$ cat src/rtl/multicycle_controller_pkg.sv
// Shared encodings for the multicycle MIPS control unit: opcodes, funct
// codes, ALU control codes, aluop classes and the controller state set.
package multicycle_controller_pkg;

  // Instruction opcodes (instr[31:26])
  localparam logic [5:0] OP_RTYPE = 6'b000000;
  localparam logic [5:0] OP_LW    = 6'b100011;
  localparam logic [5:0] OP_SW    = 6'b101011;
  localparam logic [5:0] OP_BEQ   = 6'b000100;
  localparam logic [5:0] OP_ADDI  = 6'b001000;
  localparam logic [5:0] OP_J     = 6'b000010;

  // R-type funct codes (instr[5:0])
  localparam logic [5:0] FN_ADD = 6'b100000;
  localparam logic [5:0] FN_SUB = 6'b100010;
  localparam logic [5:0] FN_AND = 6'b100100;
  localparam logic [5:0] FN_OR  = 6'b100101;
  localparam logic [5:0] FN_SLT = 6'b101010;

  // ALU control codes driven to the ALU
  localparam logic [2:0] ALU_AND  = 3'b000;
  localparam logic [2:0] ALU_OR   = 3'b001;
  localparam logic [2:0] ALU_ADD  = 3'b010;
  localparam logic [2:0] ALU_SLL  = 3'b011;
  localparam logic [2:0] ALU_ANDN = 3'b100;
  localparam logic [2:0] ALU_ORN  = 3'b101;
  localparam logic [2:0] ALU_SUB  = 3'b110;
  localparam logic [2:0] ALU_SLT  = 3'b111;

  // Operation class handed from the state decode to the ALU decoder
  typedef enum logic [1:0] {
    ALUOP_ADD   = 2'b00,
    ALUOP_SUB   = 2'b01,
    ALUOP_FUNCT = 2'b10
  } aluop_t;

  // Controller states, 4-bit encoding
  typedef enum logic [3:0] {
    S_FETCH    = 4'd0,
    S_DECODE   = 4'd1,
    S_MEMADR   = 4'd2,
    S_MEMREAD  = 4'd3,
    S_MEMWB    = 4'd4,
    S_MEMWRITE = 4'd5,
    S_EXECUTE  = 4'd6,
    S_ALUWB    = 4'd7,
    S_BRANCH   = 4'd8,
    S_ADDIEXEC = 4'd9,
    S_ADDIWB   = 4'd10,
    S_JUMP     = 4'd11
  } state_t;

endpackage

$ cat src/rtl/multicycle_controller_alu_decoder.sv
// ALU control decode: maps the aluop class and R-type funct to the 3-bit
// code consumed by the ALU. Purely combinational.
module alu_decoder
  import multicycle_controller_pkg::*;
(
  input  aluop_t      aluop,
  input  logic [5:0]  funct,
  output logic [2:0]  alu_ctrl
);

  // Select the ALU operation; unknown funct and unused aluop fall back to ADD
  always_comb begin
    alu_ctrl = ALU_ADD;
    unique case (aluop)
      ALUOP_ADD: alu_ctrl = ALU_ADD;
      ALUOP_SUB: alu_ctrl = ALU_SUB;
      ALUOP_FUNCT: begin
        unique case (funct)
          FN_ADD:  alu_ctrl = ALU_ADD;
          FN_SUB:  alu_ctrl = ALU_SUB;
          FN_AND:  alu_ctrl = ALU_AND;
          FN_OR:   alu_ctrl = ALU_OR;
          FN_SLT:  alu_ctrl = ALU_SLT;
          default: alu_ctrl = ALU_ADD;
        endcase
      end
      default: alu_ctrl = ALU_ADD;
    endcase
  end

endmodule

$ cat src/rtl/multicycle_controller.sv
// Multicycle MIPS control unit: sequences each instruction through its
// states and decodes every datapath strobe and mux select from the state.
module multicycle_controller
  import multicycle_controller_pkg::*;
(
  input  logic       clk,
  input  logic       rst,
  input  logic [5:0] opcode,
  input  logic [5:0] funct,
  input  logic       zero,
  output logic [2:0] alu_ctrl,
  output logic       alu_src_a,
  output logic [1:0] alu_src_b,
  output logic [1:0] pc_src,
  output logic       iord,
  output logic       reg_dst,
  output logic       mem_to_reg,
  output logic       ir_write,
  output logic       mem_write,
  output logic       reg_write,
  output logic       pc_en,
  output logic       illegal
);

  state_t state;
  state_t next_state;
  aluop_t aluop;
  logic   pc_write;
  logic   branch;

  // State register; reset returns to FETCH on any edge
  always_ff @(posedge clk) begin
    if (rst) state <= S_FETCH;
    else     state <= next_state;
  end

  // Next-state selection from current state and opcode
  always_comb begin
    next_state = S_FETCH;
    unique case (state)
      S_FETCH: next_state = S_DECODE;
      S_DECODE: begin
        unique case (opcode)
          OP_LW, OP_SW: next_state = S_MEMADR;
          OP_RTYPE:     next_state = S_EXECUTE;
          OP_BEQ:       next_state = S_BRANCH;
          OP_ADDI:      next_state = S_ADDIEXEC;
          OP_J:         next_state = S_JUMP;
          default:      next_state = S_FETCH;
        endcase
      end
      S_MEMADR:   next_state = (opcode == OP_SW) ? S_MEMWRITE : S_MEMREAD;
      S_MEMREAD:  next_state = S_MEMWB;
      S_EXECUTE:  next_state = S_ALUWB;
      S_ADDIEXEC: next_state = S_ADDIWB;
      default:    next_state = S_FETCH;
    endcase
  end

  // Output decode; reset holds every strobe and select at 0 and aluop at ADD
  // regardless of the state being aborted
  always_comb begin
    alu_src_a  = 1'b0;
    alu_src_b  = 2'b00;
    pc_src     = 2'b00;
    iord       = 1'b0;
    reg_dst    = 1'b0;
    mem_to_reg = 1'b0;
    ir_write   = 1'b0;
    mem_write  = 1'b0;
    reg_write  = 1'b0;
    pc_write   = 1'b0;
    branch     = 1'b0;
    illegal    = 1'b0;
    aluop      = ALUOP_ADD;
    if (!rst) begin
      unique case (state)
        S_FETCH: begin
          ir_write  = 1'b1;
          pc_write  = 1'b1;
          alu_src_b = 2'b01;
        end
        S_DECODE: begin
          alu_src_b = 2'b11;
          unique case (opcode)
            OP_LW, OP_SW, OP_RTYPE, OP_BEQ, OP_ADDI, OP_J: illegal = 1'b0;
            default:                                       illegal = 1'b1;
          endcase
        end
        S_MEMADR: begin
          alu_src_a = 1'b1;
          alu_src_b = 2'b10;
        end
        S_MEMREAD: iord = 1'b1;
        S_MEMWB: begin
          mem_to_reg = 1'b1;
          reg_write  = 1'b1;
        end
        S_MEMWRITE: begin
          iord      = 1'b1;
          mem_write = 1'b1;
        end
        S_EXECUTE: begin
          alu_src_a = 1'b1;
          aluop     = ALUOP_FUNCT;
        end
        S_ALUWB: begin
          reg_dst   = 1'b1;
          reg_write = 1'b1;
        end
        S_BRANCH: begin
          alu_src_a = 1'b1;
          aluop     = ALUOP_SUB;
          pc_src    = 2'b01;
          branch    = 1'b1;
        end
        S_ADDIEXEC: begin
          alu_src_a = 1'b1;
          alu_src_b = 2'b10;
        end
        S_ADDIWB: reg_write = 1'b1;
        S_JUMP: begin
          pc_src   = 2'b10;
          pc_write = 1'b1;
        end
        default: ;
      endcase
    end
  end

  assign pc_en = pc_write | (branch & zero);

  alu_decoder u_alu_decoder (
    .aluop    (aluop),
    .funct    (funct),
    .alu_ctrl (alu_ctrl)
  );

endmodule
$ cat config.mk
export PLATFORM = sky130hd
export DESIGN_NAME = multicycle_controller
export DESIGN_NICKNAME = d
export VERILOG_FILES = /design/src/rtl/multicycle_controller_pkg.sv /design/src/rtl/multicycle_controller_alu_decoder.sv /design/src/rtl/multicycle_controller.sv
export SDC_FILE = /design/constraint.sdc
export NUM_CORES = 1
export LEC_CHECK = 0
export ABC_AREA = 0
export BUFFER_PORTS_ARGS = -buffer_cell sky130_fd_sc_hd__buf_2
export CORE_MARGIN = 8
export CORE_UTILIZATION = 48
export CTS_CLUSTER_SIZE = 28
export DETAILED_ROUTE_END_ITERATION = 8
export PLACE_DENSITY = 0.93
export SLEW_MARGIN = 20
export SYNTH_ARGS = -nofsm -noshare
export SYNTH_HDL_FRONTEND = slang
export SYNTH_SLANG_ARGS = --single-unit
$ cat constraint.sdc
create_clock -name clk -period 4.8 [get_ports clk]
set_input_delay 0.72 -clock clk [delete_from_list [all_inputs] [get_ports clk]]
set_output_delay 0.72 -clock clk [all_outputs]
set_load 0.05 [all_outputs]
Word level (Yosys, flattened, before mapping) --
Cells that the tools add are included.
Storage, ports and cells: word-level logic and storage cells 66, input bits 15, register bits after elaboration 4
Operators by class: reduce and logical (&&, ||, !) cells 9, mux-type cells 32, bitwise logic cells 2, equality and inequality tests 22
Operators by type and width (number):
- == test 6 bit (second input constant) | 6
- one-hot mux 4 bit (6 select lines) | 1
- two-way mux 1 bit | 21
- one-hot mux 4 bit (5 select lines) | 1
- == test 4 x 3 -> 1 bit (second input constant) | 4
- == test 4 bit (second input constant) | 4
- one-hot mux 3 bit (4 select lines) | 1
- == test 4 x 2 -> 1 bit (second input constant) | 2
- one-hot mux 2 bit (2 select lines) | 2
- OR reduction 2 bit | 4
- == test 6 x 2 -> 1 bit (second input constant) | 1
- == test 6 x 3 -> 1 bit (second input constant) | 1
- == test 6 x 4 -> 1 bit (second input constant) | 1
- zero test 6 bit | 1
- two-way mux 2 bit | 3
- one-hot mux 2 bit (3 select lines) | 1
- one-hot mux 3 bit (2 select lines) | 1
- OR reduction 6 bit | 1
- == test 4 x 1 -> 1 bit (second input constant) | 1
- zero test 4 bit | 1
- OR reduction 4 bit | 1
- two-way mux 3 bit | 1
- OR reduction 3 bit | 1
- == test 2 x 1 -> 1 bit (second input constant) | 1
- other kinds (3) | 3

Longest topological paths before layout --
depth in word-level cells 5, mapped depth 7, gate-level depth less buffers 6

Hierarchy --
A second synthesis with hierarchy kept.
Unflattened totals: cell total of the unflattened synthesis 85, area, all modules 623.1 um2
Modules (own cells, without submodules):
- multicycle_controller | times used 1, seq. area each 80.1 um2, cells an instance 70, area an instance 504.2 um2
- alu_decoder | times used 1, seq. area each 0.0 um2, cells an instance 15, area an instance 118.9 um2

Least setup slack after synthesis --
No wires, ideal clock.
path type input -> output, start input rst, end output pc_en, stages on the path 3, data required time 4.080 ns, data arrival time 3.278 ns, setup slack 0.802 ns, path buffers 0, path through nor4_1 -> and2_1 -> a211o_1
On the way: word-level cells in the longest chain between the ends 3
Ends and longest elaborated chain:
- from (decl) | RTL line multicycle_controller.sv:7 | input logic rst,
- two-way mux 1 bit | RTL line multicycle_controller.sv:76 | if (!rst) begin
- bitwise AND 1 bit | RTL line multicycle_controller.sv:131 | assign pc_en = pc_write | (branch & zero);
- bitwise OR 1 bit * | RTL line multicycle_controller.sv:131
- to (decl) | RTL line multicycle_controller.sv:21 | output logic pc_en,
Every way passes the cells marked *; elsewhere a longest branch is shown, timed or not.

Worst setup path after layout --
start register state[2], end output alu_ctrl[2]
On the way: word-level cells in the longest chain between the ends 5
Ends and longest elaborated chain:
- from (decl) | RTL line multicycle_controller.sv:25 | state_t state;
- from (signal assigned) | RTL line multicycle_controller.sv:34 | else state <= next_state;
- == test 4 bit / == test 4 x 3 -> 1 bit (equally long branches) | RTL line multicycle_controller.sv:77 | unique case (state)
- one-hot mux 2 bit (2 select lines) * | RTL line multicycle_controller.sv:77
- two-way mux 2 bit * | RTL line multicycle_controller.sv:76
- == test 2 bit / == test 2 x 1 -> 1 bit (equally long branches) | RTL line multicycle_controller_alu_decoder.sv:14 | unique case (aluop)
- one-hot mux 3 bit (2 select lines) * | RTL line multicycle_controller_alu_decoder.sv:14
- to (decl) | RTL line multicycle_controller.sv:11 | output logic [2:0] alu_ctrl,
Marked as above.

==> flow_summary.toml <==
[yosys]
synth_edf_count = 0
muxShareOfSynthArea_pct = 1.54
synthCells = 85
synth_fp_nets = 102
synthFlopType = "dfxtp_1"
yosysWarnings = 0
synth_simple_gate_area_share_pct = 40.8
synth_compound_area_share_pct = 23.7
synth-seq-cells = 4
netlist-cell-type-count = 35
synth_xor_area_share_pct = 5.39
synthAdderAreaFrac_pct = 3.85
synth_top_family_by_area = "simple AND/OR/NAND/NOR gates"
async_flop_share_pct = 0
synth_area_sq_um = 649
synth.avg_cell_area_sq_um = 7.64
synth-seq-area-share_pct = 12.3

[clocking]
cts.sinks = 4
post_cts_resized = 0
post_cts_buffers = 0
hold_buffers = 0
cts-htree-levels = 1
clkTransAtPathRegs_ns = 0.04
cts-root-buf = "clkbuf_4"
cts_inserted_buffers = 3
clock_latency_ns = 0.23
cts_tree = "done"
clk_path_buf_depth = 2

[setup_path]
required_ns = 4.08
cp-end-kind = "output port"
crit_fanout = 14
worst_path_largest_cell_delay_ns = 0.68
path_buf_inv = 2
slowest_stage = "dfxtp_1"
crit_path_cell_trace = "nand2b_1, or3_2, inv_1, ha_1, nand3b_1, o22ai_1, buf_2"
crit_family = "simple AND/OR/NAND/NOR gates"
worstSetupStartpointType = "flip-flop"
worst-path-stages = 7
ff2ff_setup_slack_ns = 3.32
rr_worst_depth = 4
arrival_ns = 2.44
crit_type = "reg -> out"

[global_routing]
grt_pass1_vias = 689
grt_start_max_net_pins = 15
grt.total_usage_pct = 12.2
antenna_found_initial = 0
grt_pass1_wl_microns = 2810
grt-ovfl-total = 0

[power]
max-vdd-ir-drop_uv = 143
power_density_nw_per_um2 = 157
p_leak_nw = 0.345

[timing]
fin_crit_sh_pct = 65.8
tightest_slew_ns = 0.579
slew_viol_final = 0
worst_slack_ns = 1.64
max_slew_margin_pct = 61.4
period_minus_slack_ns = 3.16
setup_viol = 0
fin_skew_ns = 0.000489
hold_viol_final = 0
setup_tns_ns = 0
rsz0062_at_grt = "no"
max_freq_ghz = 0.317

[route]
met2_length_microns = 783
drt_iter0_drc = 15
drt-met1-wl_microns = 732
dr.pass1.iters = 4
top_layer_used = "met3"
via_per_inst = 5.65
wl_met3_microns = 169
avgRoutedWirePerCell_microns = 13.2
drc_errors = 0
postRouteAntennaNets = 0
vias = 723
finalWirelength_microns = 1680

[place]
placed_area_sq_um = 764
dp_slack_ns = 1.66
io_buffer_count = 30
dp_hpwl_microns = 1370
globalplace.congestion = 0.932

[floorplan]
initial_core_util_pct = 50.5
core_sq_um = 1280
io_pins = 31
die_y_microns = 52.8
rows = 13
die_area_sq_um = 2790
die_x_microns = 52.8

[layout]
mostFrequentLayoutCell = "buf_2"
fin_area_sq_um = 787
reg_top3 = "state: 4 flops"
final_cell_mix = "30 x buf_2, 8 x nor2_1, 7 x inv_1"
largest-register = "state"
syn_to_final_growth_pct = 21.2
fin_nets = 132
largest_reg_flops = 4
insertedDiodeCount = 0
layout-drive-gt1-share_pct = 38.1
fin_util_pct = 61.2

[job]
maxCapViolCount = 0

[min_path]
holdPathStages = 2
hold_path_class = "reg -> reg"

[run_status]
status = "complete, no violations"
synthesized netlist by cell type (3+ instances only):
| cell type | instances | share of area [%] |
|---|---|---|
| nand3_1 | 3 | 2.3 |
| nor2_1 | 8 | 4.6 |
| nand2b_4 | 3 | 6.4 |
| o21ai_0 | 3 | 2.3 |
| a31oi_1 | 4 | 3.9 |
| nor4_1 | 6 | 5.8 |
| nor3_1 | 6 | 4.6 |
| nand2b_1 | 3 | 2.9 |
| inv_1 | 7 | 4.0 |
| dfxtp_1 | 4 | 12 |
| xor2_1 | 3 | 4.0 |
| nand2_1 | 4 | 2.3 |
power by group:
| part | leakage (nW) | switching [W] | internal (W) | total, W |
|---|---|---|---|---|
| Clock | 0.0138 | 0.0000121 | 0.0000279 | 0.0000399 |
| Sequential | 0.0326 | 0.00000356 | 0.0000345 | 0.0000381 |
| Combinational | 0.299 | 0.0000290 | 0.0000164 | 0.0000454 |
path summary, 6_finish.rpt:
check                                   end      from
worst max-delay path            alu_ctrl[2]  state[2]
worst min-delay path               state[3]  state[0]
worst max register to register     state[0]  state[1]
worst min register to register     state[3]  state[0]
per-layer routing:
layer | vias to the layer above | track usage [%]
li1 | 372 | -
met1 | 326 | 14.9
met2 | 25 | 20.3
met3 | 0 | 4.26
met4 | 0 | 1.29
met5 | - | 0
final cells by class:
| type | instances | area [sq um] |
|---|---|---|
| fillers | 127 | 498 |
| multi-input cells | 69 | 489 |
| repair buffers | 30 | 150 |
| flip-flops and latches | 4 | 80.1 |
| inverters | 7 | 26.3 |
| clock buffers | 3 | 22.5 |
| well taps | 15 | 18.8 |
worst min-delay path, cell delays in order (launching register included):
cell,delay [ns]
dfxtp_1,0.40
nand2b_4,0.17
a2111oi_2,0.06
logic make-up after synthesis:
kind of cell	count (synthesis)
and+or+nand+nor	43
AOI/OAI and AO/OA	19
buffers and inverters	12
xor gates and xnor gates	4
DFF	4
adders and majority gates	2
muxes	1
stage by stage:
stage | power (W) | hold slack [ns] | std cells
3_3_place_gp | 0.0000828 | 0.676 | 125
3_5_place_dp | 0.0000839 | 0.694 | 125
5_1_grt | 0.000134 | 0.723 | 128
4_1_cts | 0.000125 | 0.699 | 128
2_1_floorplan | 0.0000715 | 0.553 | 85
6_report | 0.000123 | 0.699 | 128
Note: power is estimated with default switching activity, not from simulation.
